File: config.mk
export PLATFORM = sky130hd
export DESIGN_NAME = lunar_autopilot
export DESIGN_NICKNAME = d
export VERILOG_FILES = /design/src/rtl/lunar_pkg.sv /design/src/rtl/lunar_burn_law.sv /design/src/rtl/lunar_autopilot.sv
export SDC_FILE = /design/constraint.sdc
export NUM_CORES = 1
export LEC_CHECK = 0
export CAP_MARGIN = 10
export CORE_UTILIZATION = 35
export DETAILED_ROUTE_END_ITERATION = 6
export PLACE_DENSITY_LB_ADDON = 0.12
export SETUP_SLACK_MARGIN = 0.3
export SYNTH_ARGS = -nofsm -noshare
export SYNTH_HDL_FRONTEND = slang
export SYNTH_SLANG_ARGS = --single-unit
File: constraint.sdc
create_clock -name clk_2 -period 5 [get_ports clk_2]
set_input_delay 1.5 -clock clk_2 [delete_from_list [all_inputs] [get_ports clk_2]]
set_output_delay 1.5 -clock clk_2 [all_outputs]
set_load 0.02 [all_outputs]
File: src/rtl/lunar_pkg.sv
// lunar_pkg: shared definitions for the lunar lander autopilot.
// Holds the phase encoding, the default datapath widths and the game constants
// (initial lander state, gravity, phase thresholds and target velocities).
package lunar_pkg;

    typedef enum logic [2:0] {
        PhIdle  = 3'd0,
        PhCoast = 3'd1,
        PhBrake = 3'd2,
        PhFinal = 3'd3,
        PhDone  = 3'd4
    } phase_e;

    // Default widths
    localparam int unsigned NbitsAlt  = 12;
    localparam int unsigned NbitsVelo = 12;
    localparam int unsigned NbitsComb = 8;
    localparam int unsigned NbitsBurn = 7;

    // Initial lander state and physics
    localparam int unsigned FuelInit = 120;
    localparam int          VeloInit = -50;
    localparam int unsigned AltInit  = 500;
    localparam int          Gravity  = 5;

    // Phase thresholds and velocity targets
    localparam int unsigned AltBrake   = 256;
    localparam int unsigned AltFinal   = 64;
    localparam int unsigned VTgtCap    = 40;
    localparam int          VeloBrake  = -40;
    localparam int          VeloSafe   = -10;
    localparam int          VeloFinal  = -2;
    localparam int          BurnMax    = 127;

    function automatic logic is_active(phase_e ph);
        return (ph == PhCoast) || (ph == PhBrake) || (ph == PhFinal);
    endfunction

endpackage

File: src/rtl/lunar_burn_law.sv
// lunar_burn_law: combinational burn command for a given (next) phase.
//   phase_i : phase whose control law applies
//   alt_i   : altitude sample (unsigned)
//   velo_i  : velocity sample (signed, negative = descending)
//   fuel_i  : remaining fuel (unsigned)
//   burn_o  : clamp(Gravity + v_tgt - velo, 0, min(BurnMax, fuel)); 0 outside BRAKE/FINAL
module lunar_burn_law
    import lunar_pkg::*;
#(
    parameter int unsigned NBITS_ALT  = NbitsAlt,
    parameter int unsigned NBITS_VELO = NbitsVelo,
    parameter int unsigned NBITS_COMB = NbitsComb,
    parameter int unsigned NBITS_BURN = NbitsBurn
) (
    input  phase_e                       phase_i,
    input  logic [NBITS_ALT-1:0]         alt_i,
    input  logic signed [NBITS_VELO-1:0] velo_i,
    input  logic [NBITS_COMB-1:0]        fuel_i,
    output logic [NBITS_BURN-1:0]        burn_o
);

    // 32-bit arithmetic keeps raw free of wrap for any width of the inputs.
    int unsigned alt_div;
    int          v_tgt;
    int          raw;
    int          cap;
    int          clamped;

    always_comb begin
        alt_div = 32'(alt_i) >> 3;
        v_tgt   = 0;
        raw     = 0;
        cap     = (int'(fuel_i) < BurnMax) ? int'(fuel_i) : BurnMax;
        clamped = 0;
        unique case (phase_i)
            PhBrake: v_tgt = (alt_div > VTgtCap) ? -int'(VTgtCap) : -int'(alt_div);
            PhFinal: v_tgt = VeloFinal;
            default: v_tgt = 0;
        endcase
        raw = Gravity + v_tgt - int'(velo_i);
        if (phase_i == PhBrake || phase_i == PhFinal) begin
            if (raw < 0) begin
                clamped = 0;
            end else if (raw > cap) begin
                clamped = cap;
            end else begin
                clamped = raw;
            end
        end
        burn_o = NBITS_BURN'(clamped);
    end

endmodule

File: src/rtl/lunar_autopilot.sv
// lunar_autopilot: tick-driven descent autopilot for the lunar lander.
//   clk_2   : clock, rising edge
//   reset   : asynchronous active-high reset
//   enable  : autopilot engaged
//   tick    : one-cycle strobe marking a new alt/velo/fuel sample
//   alt, velo, fuel : lander sample
//   burn    : registered burn command for the next lander step
//   phase   : current phase encoding (lunar_pkg::phase_e)
//   landed / crashed : sticky touchdown outcome
//   steps   : saturating count of ticks that leave the FSM in an active phase
module lunar_autopilot
    import lunar_pkg::*;
#(
    parameter int unsigned NBITS_ALT  = NbitsAlt,
    parameter int unsigned NBITS_VELO = NbitsVelo,
    parameter int unsigned NBITS_COMB = NbitsComb,
    parameter int unsigned NBITS_BURN = NbitsBurn
) (
    input  logic                         clk_2,
    input  logic                         reset,
    input  logic                         enable,
    input  logic                         tick,
    input  logic [NBITS_ALT-1:0]         alt,
    input  logic signed [NBITS_VELO-1:0] velo,
    input  logic [NBITS_COMB-1:0]        fuel,
    output logic [NBITS_BURN-1:0]        burn,
    output logic [2:0]                   phase,
    output logic                         landed,
    output logic                         crashed,
    output logic [7:0]                   steps
);

    phase_e                  phase_q, phase_d;
    logic [NBITS_BURN-1:0]   burn_q, burn_law;
    logic                    landed_q, crashed_q;
    logic [7:0]              steps_q;
    logic                    touchdown;

    // Burn uses the law of the phase we are about to enter.
    lunar_burn_law #(
        .NBITS_ALT  (NBITS_ALT),
        .NBITS_VELO (NBITS_VELO),
        .NBITS_COMB (NBITS_COMB),
        .NBITS_BURN (NBITS_BURN)
    ) u_burn_law (
        .phase_i (phase_d),
        .alt_i   (alt),
        .velo_i  (velo),
        .fuel_i  (fuel),
        .burn_o  (burn_law)
    );

    // Next phase assuming the current sample is accepted; the register gates on tick.
    always_comb begin
        phase_d   = phase_q;
        touchdown = 1'b0;
        unique case (phase_q)
            PhIdle: begin
                if (enable) phase_d = PhCoast;
            end
            PhCoast, PhBrake, PhFinal: begin
                // Touchdown outranks disengage and every descent transition.
                if (alt == '0) begin
                    phase_d   = PhDone;
                    touchdown = 1'b1;
                end else if (!enable) begin
                    phase_d = PhIdle;
                end else if (phase_q == PhCoast &&
                             (32'(alt) < AltBrake || int'(velo) < VeloBrake)) begin
                    phase_d = PhBrake;
                end else if (phase_q == PhBrake && 32'(alt) < AltFinal) begin
                    phase_d = PhFinal;
                end
            end
            default: phase_d = phase_q;
        endcase
    end

    always_ff @(posedge clk_2 or posedge reset) begin
        if (reset) begin
            phase_q   <= PhIdle;
            burn_q    <= '0;
            landed_q  <= 1'b0;
            crashed_q <= 1'b0;
            steps_q   <= '0;
        end else if (tick) begin
            phase_q <= phase_d;
            burn_q  <= burn_law;
            if (touchdown) begin
                if (int'(velo) >= VeloSafe) landed_q <= 1'b1;
                else                        crashed_q <= 1'b1;
            end
            if (is_active(phase_d) && steps_q != 8'hFF) begin
                steps_q <= steps_q + 8'd1;
            end
        end
    end

    assign burn    = burn_q;
    assign phase   = phase_q;
    assign landed  = landed_q;
    assign crashed = crashed_q;
    assign steps   = steps_q;

endmodule

==> flow_metrics.py, run 1 <==
metrics = {
    "run_status": {
        "status": "finished, violations left",
        "violations": "negative setup slack",
    },
    "routing": {
        "top_layer": "met4",
        "routed_via_density": 5.32,
        "drt_pass1_iterations": 5,
        "wl_per_cell_um": 15.2,
        "drc_errors": 0,
        "vias": 3644,
        "antenna_left": 0,
        "drt-met1-wl_um": 5010,
        "routed_wl_um": 10400,
        "wl_met3_um": 345,
        "detail_route.iter0.violations": 152,
        "dr_wl_met2_um": 5010,
    },
    "place": {
        "portBuffers": 55,
        "dpl-instance-area_um2": 4670,
        "dp_hpwl_um": 8140,
        "placed_cells": 658,
        "gp_congestion": 0.870,
    },
    "grt": {
        "overflow": 0,
        "grt_pass1_vias": 3612,
        "grt_antenna_before_repair": 0,
        "grt_max_degree": 21,
        "grt_pass1_wl_um": 17200,
        "grt_usage_pct": 21.6,
    },
    "worst_setup_path": {
        "setup.worst_path.start": "velo[3]",
        "critPathRequiredTime_ns": 5.14,
        "reg2reg_depth": 22,
        "cp_slowest_cell": "fa_2",
        "crit_fanout": 7,
        "critPathLaunchType": "input pin",
        "endpoint_kind": "flip-flop",
        "r2r-end": "burn[3]",
        "crit_chain": "clkdlybuf4s15_1 -> a21oi_2 -> o31ai_4 -> a2111oi_4 -> o311ai_1 -> o21ai_1 -> and2_4 -> and3_4 -> ha_4 -> ha_4 -> fa_2 -> a211oi_4 -> o21ai_2 -> xor2_1 -> ha_1 -> nand4_1 -> nor2_1 -> o22ai_2 -> a2111oi_2 -> nand4_1 -> nor4_4 -> buf_6 -> a211oi_2 -> a311o_1",
        "cpPeakStageDelay_ns": 0.38,
        "reg2reg_from": "phase[1]",
        "rrSetupSlack_ns": 0.13,
        "cp_data_arrival_time_ns": 6.26,
        "path_class": "in2reg",
        "cp-endpoint": "burn[3]",
    },
    "cts": {
        "path_clk_slew_ns": 0.08,
        "clock_sinks": 20,
        "root_buffer": "clkbuf_8",
        "clockBufferDepth": 2,
        "cts-htree-levels": 1,
        "clk-insertion-delay-late_ns": 0.26,
        "cts_buffers": 3,
        "cts_hold_buf": 0,
        "cts_tree": "built",
    },
    "final_layout": {
        "final_area_um2": 5190,
        "area_delta_synth_final_pct": 64.6,
        "layout-drive-gt1-share_pct": 37.8,
        "layout.nets": 664,
        "diodes": 0,
        "multiInputGateArea_um2": 2830,
        "finish.utilization_pct": 59.5,
        "seq_area_um2": 500,
        "nFillCells": 779,
        "finalNonFillerCells": 685,
    },
    "die": {
        "die_w_um": 96.9,
        "die_area_um2": 9390,
        "die_h_um": 96.9,
        "rows": 34,
        "core_area_um2": 8720,
        "initial_utilization_pct": 36.2,
        "io_pins": 56,
    },
    "yosys": {
        "yosysSeqAreaShare_pct": 15.9,
        "synth.distinct_cells": 69,
        "synth_area_leader_cell": "ha_1",
        "yosysWarnings": 0,
        "netlist_instances": 401,
        "synth_edf_count": 0,
        "synth.avg_cell_area_um2": 7.86,
        "synth_area_leaders": "ha_1, dfrtp_1, a21oi_1, nand2_1, inv_1",
        "async_flop_share_pct": 100,
        "synth.most_common_cell": "ha_1",
        "ys.flop_type": "dfrtp_1",
        "syn_area_um2": 3150,
        "yosys-top-cells-count": "ha_1, a21oi_1, nand2_1",
        "yosys.area.top_type_share_pct": 19.4,
        "syn_nets": 487,
        "ys_seq_elements": 20,
    },
    "hold_path": {
        "min_path_cells": 1,
        "hold_path.class": "reg2reg",
    },
    "sta": {
        "setup_violations": 7,
        "slew_headroom_pct": 49.0,
        "layout_min_cycle_time_ns": 6.11,
        "fmax_mhz": 164,
        "rsz0062_at_grt": "yes",
        "clock_skew_ns": 0.00384,
        "setup_tns_ns": -7.54,
        "holdWs_ns": 0.479,
        "finalHoldViolCount": 0,
        "setup_ws_ns": -1.11,
        "tightest_slew_ns": 0.764,
        "period_share_pct": 122,
        "maxSlewViolCount": 0,
    },
    "power": {
        "peakVddDrop_mv": 0.210,
        "p_leak_nw": 2.43,
        "power.density_nw_per_um2": 123,
    },
    "job": {
        "max-cap-violations": 0,
    },
}
==> sequential cells by signal, summed over array words and instances, names as in the netlist <==
name / cells
crashed: 1
landed: 1
burn: 7
steps: 8
phase: 3
==> metal layers <==
layer	vias to the layer above	GRT usage, %
met2	87	36.8
met4	0	3.44
met5	-	0
met3	6	1.23
li1	1847	-
met1	1704	30.4
==> layout by cell type, fill, tap and decap left out, drive strengths merged, types with 5 or more instances in the layout <==
| cell | n |
|---|---|
| nor2b | 6 |
| ha | 49 |
| o21ai | 18 |
| xnor2 | 5 |
| dlygate4sd2 | 7 |
| a21oi | 47 |
| nor2 | 25 |
| o211ai | 8 |
| nor4 | 5 |
| nand3 | 7 |
| a311o | 6 |
| nor3 | 17 |
| o21a | 9 |
| inv | 33 |
| a211oi | 10 |
| nand2 | 34 |
| buf | 141 |
| mux2i | 5 |
| nand4 | 9 |
| clkdlybuf4s50 | 34 |
| and3 | 5 |
| dfrtp | 20 |
| xor2 | 10 |
==> kinds of logic (layout without fill, tap and decap cells) <==
logic type	after synthesis	in the layout	share of synthesized area [%]
simple gates	131	131	21.9
compound gates	130	130	29.1
fa+ha+maj	50	50	20.1
buf+inv	47	223	6.43
flops	20	20	15.9
xor+xnor	15	15	4.17
mux	7	7	2.30
other cells	1	1	0.119
==> timing repair <==
item	in CTS	in global routing
cloned	0	0
endpoints found under the setup margin	7	7
pin swaps	50	22
buffers inserted	15	8
gates resized for setup	114	9
hold endpoints to repair	0	0
==> power by group <==
part	total [W]	switching, W	internal [W]
clock	0.000125	0.0000554	0.0000701
sequential	0.000183	0.0000131	0.000170
combinational	0.000331	0.000161	0.000170
total	0.000639	0.000229	0.000410
==> layout make-up <==
class / count / area share, %
clock buffer: 4 / 1.06
inverter: 33 / 2.39
multi-input combinational: 334 / 54.5
sequential: 20 / 9.65
tap: 108 / 2.60
timing repair buffer: 186 / 29.8
==> worst min path at each step <==
stage               slack [ns]     start        to
global route              0.51    landed    landed
global placement          0.46    landed    landed
finish                    0.48    landed    landed
floorplan                 0.59  steps[4]  steps[4]
detailed placement        0.46   crashed   crashed
CTS                       0.48    landed    landed
==> per-stage QoR <==
| step | power, W | worst slack [ns] |
|---|---|---|
| after global placement | 0.000457 | -1.60 |
| after CTS | 0.000619 | -0.904 |
| after global routing | 0.000679 | -1.31 |
| final | 0.000639 | -1.11 |
| after floorplan | 0.000325 | -0.963 |
| after detailed placement | 0.000459 | -1.68 |
==> critical path: cells and delay by family <==
kind | cells | cell delay (ns)
simple gates | 6 | 1.17
buf+inv | 2 | 0.39
xor+xnor | 1 | 0.16
fa+ha+maj | 4 | 1.02
compound gates | 11 | 2.02
(Power assumes the default switching activity.)
==> run 2, diff against run 1 <==
--- a/config.mk
+++ b/config.mk
@@ -5,7 +5,7 @@
 export SDC_FILE = /design/constraint.sdc
 export NUM_CORES = 1
 export LEC_CHECK = 0
-export CAP_MARGIN = 10
+export CORE_MARGIN = 2
 export CORE_UTILIZATION = 35
 export DETAILED_ROUTE_END_ITERATION = 6
 export PLACE_DENSITY_LB_ADDON = 0.12
==> constraint.sdc (replaced) <==
create_clock -name clk_2 -period 7.3 [get_ports clk_2]
set_input_delay 2.19 -clock clk_2 [delete_from_list [all_inputs] [get_ports clk_2]]
set_output_delay 2.19 -clock clk_2 [all_outputs]
set_load 0.02 [all_outputs]
==> run 2 against run 1 <==
The run now ends clean; clock power down 10%; clock skew is 0.00074 ns lower; critical path depth is 13 higher.
==> flow_metrics.py, run 2 (same netlist as run 1, synthesis figures left out) <==
metrics = {
    "routing": {
        "antenna_left": 0,
        "routed_wl_um": 10900,
        "routed_via_density": 5.40,
        "drc_errors": 0,
        "drt_pass1_iterations": 5,
        "wl_per_cell_um": 16.0,
        "detail_route.iter0.violations": 150,
        "vias": 3663,
    },
    "sta": {
        "period_share_pct": 95.4,
        "setup_tns_ns": 0,
        "fmax_mhz": 144,
        "slew_headroom_pct": 47.7,
        "tightest_slew_ns": 0.784,
        "setup_violations": 0,
        "maxSlewViolCount": 0,
        "setup_ws_ns": 0.333,
        "clock_skew_ns": 0.00310,
        "rsz0062_at_grt": "yes",
        "layout_min_cycle_time_ns": 6.97,
        "finalHoldViolCount": 0,
        "holdWs_ns": 0.472,
    },
    "cts": {
        "clock_sinks": 20,
        "path_clk_slew_ns": 0.08,
        "clk-insertion-delay-late_ns": 0.26,
        "clockBufferDepth": 2,
        "cts_hold_buf": 0,
        "cts-htree-levels": 1,
        "cts_tree": "built",
        "root_buffer": "clkbuf_8",
        "cts_buffers": 3,
    },
    "final_layout": {
        "multiInputGateArea_um2": 2710,
        "diodes": 0,
        "finish.utilization_pct": 57.8,
        "area_delta_synth_final_pct": 59.9,
        "nFillCells": 797,
        "layout-drive-gt1-share_pct": 33.2,
        "layout_commonest_cell": "buf_4",
        "layout.nets": 657,
        "finalNonFillerCells": 678,
        "final_cell_mix": "buf_4, ha_1, a21oi_1, clkdlybuf4s50_1, nand2_1",
        "seq_area_um2": 500,
        "largest_reg_flops": 8,
    },
    "power": {
        "p_leak_nw": 2.41,
        "power.density_nw_per_um2": 88.3,
        "peakVddDrop_mv": 0.0948,
    },
    "die": {
        "core_area_um2": 8720,
        "rows": 34,
        "die_h_um": 98.9,
        "io_pins": 56,
        "die_area_um2": 9780,
        "initial_utilization_pct": 36.2,
        "die_w_um": 98.9,
    },
    "grt": {
        "grt_pass1_wl_um": 17100,
        "overflow": 0,
        "grt_antenna_before_repair": 0,
        "grt_max_degree": 21,
        "grt_pass1_vias": 3620,
        "grt_usage_pct": 21.2,
    },
    "worst_setup_path": {
        "cp_slowest_cell": "o31ai_2",
        "path_class": "in2reg",
        "rrSetupSlack_ns": 2.34,
        "crit_fanout": 2,
        "cp_data_arrival_time_ns": 7.17,
        "endpoint_kind": "flip-flop",
        "cpPeakStageDelay_ns": 0.36,
        "critPathTopFamily": "buffers and inverters",
        "critPathLaunchType": "input pin",
        "cp_num_buf_inv": 34,
        "critPathRequiredTime_ns": 7.51,
        "crit_top_cell": "buf_4",
    },
    "job": {
        "max-cap-violations": 0,
    },
    "place": {
        "pre_cts_slack_ns": -0.503,
        "dp_hpwl_um": 8000,
        "portBuffers": 55,
        "gp_congestion": 0.928,
        "placed_cells": 630,
    },
    "hold_path": {
        "hold_path.class": "reg2reg",
    },
    "run_status": {
        "status": "finished clean",
    },
}
## run 2: cell types whose count changed in the layout (fill, tap and decap cells not counted), moves of 3 or more
cell / change
buf_6: -6
nor3_2: -3
clkbuf_2: +4
dlymetal6s2s_1: +5
buf_4: -6
clkdlybuf4s50_1: +3
dlygate4sd2_1: -4
nor3_1: +3
ha_4: -5
a21oi_1: +6
ha_1: +7
a21oi_2: -4
## run 2: path summary, 6_finish.rpt
check	start	to	depth (start not counted)
max in group asynchronous	reset	burn[6]	2
worst min register to register	landed	landed	1
worst max register to register	phase[1]	burn[1]	21
worst min-delay path	landed	landed	1
min in group asynchronous	reset	steps[2]	2
worst max-delay path	velo[9]	landed	37
## run 2: per-layer routing
metal	vias to the layer above	wire length [µm]	GRT usage, %	part of all wire [%]
met5	-	0	0	0
met2	76	5200	34.5	48
li1	1830	-	-	-
met4	0	181	5.58	1.7
met1	1739	5100	30.4	47
met3	18	381	1.63	3.5
## run 2: power by group
part | switching (W) | internal (W)
combinational | 0.000102 | 0.000102
sequential | 0.0000128 | 0.000116
clock | 0.0000386 | 0.0000732
total | 0.000153 | 0.000292
## run 2: per-stage QoR
| stage | area, µm² | total power, W |
|---|---|---|
| floorplan | 3200 | 0.000220 |
| global placement | 4410 | 0.000305 |
| detailed placement | 4410 | 0.000306 |
| CTS | 4880 | 0.000432 |
| global route | 5040 | 0.000472 |
| finish | 5040 | 0.000445 |
## run 2: timing repair
action / CTS / global route
resized for setup: 32 / 50
setup endpoints to repair: 7 / 9
setup buffers: 39 / 5
hold endpoints to repair: 0 / 0
pin swaps: 32 / 34
## run 2: layout make-up
class / instances / area share [%]
sequential: 20 / 9.93
multi-input combinational: 334 / 53.8
tap: 108 / 2.68
clock inverter: 1 / 0.596
inverter: 33 / 2.46
clock buffer: 3 / 0.819
timing repair buffer: 179 / 29.7
==> run 3, diff against run 2 <==
--- a/config.mk
+++ b/config.mk
@@ -7,6 +7,7 @@
 export LEC_CHECK = 0
 export CORE_MARGIN = 2
 export CORE_UTILIZATION = 35
+export CTS_CLUSTER_SIZE = 28
 export DETAILED_ROUTE_END_ITERATION = 6
 export PLACE_DENSITY_LB_ADDON = 0.12
 export SETUP_SLACK_MARGIN = 0.3
==> results of run 3 <==
No change in the layout: final DEF, timing and power equal those of run 2.
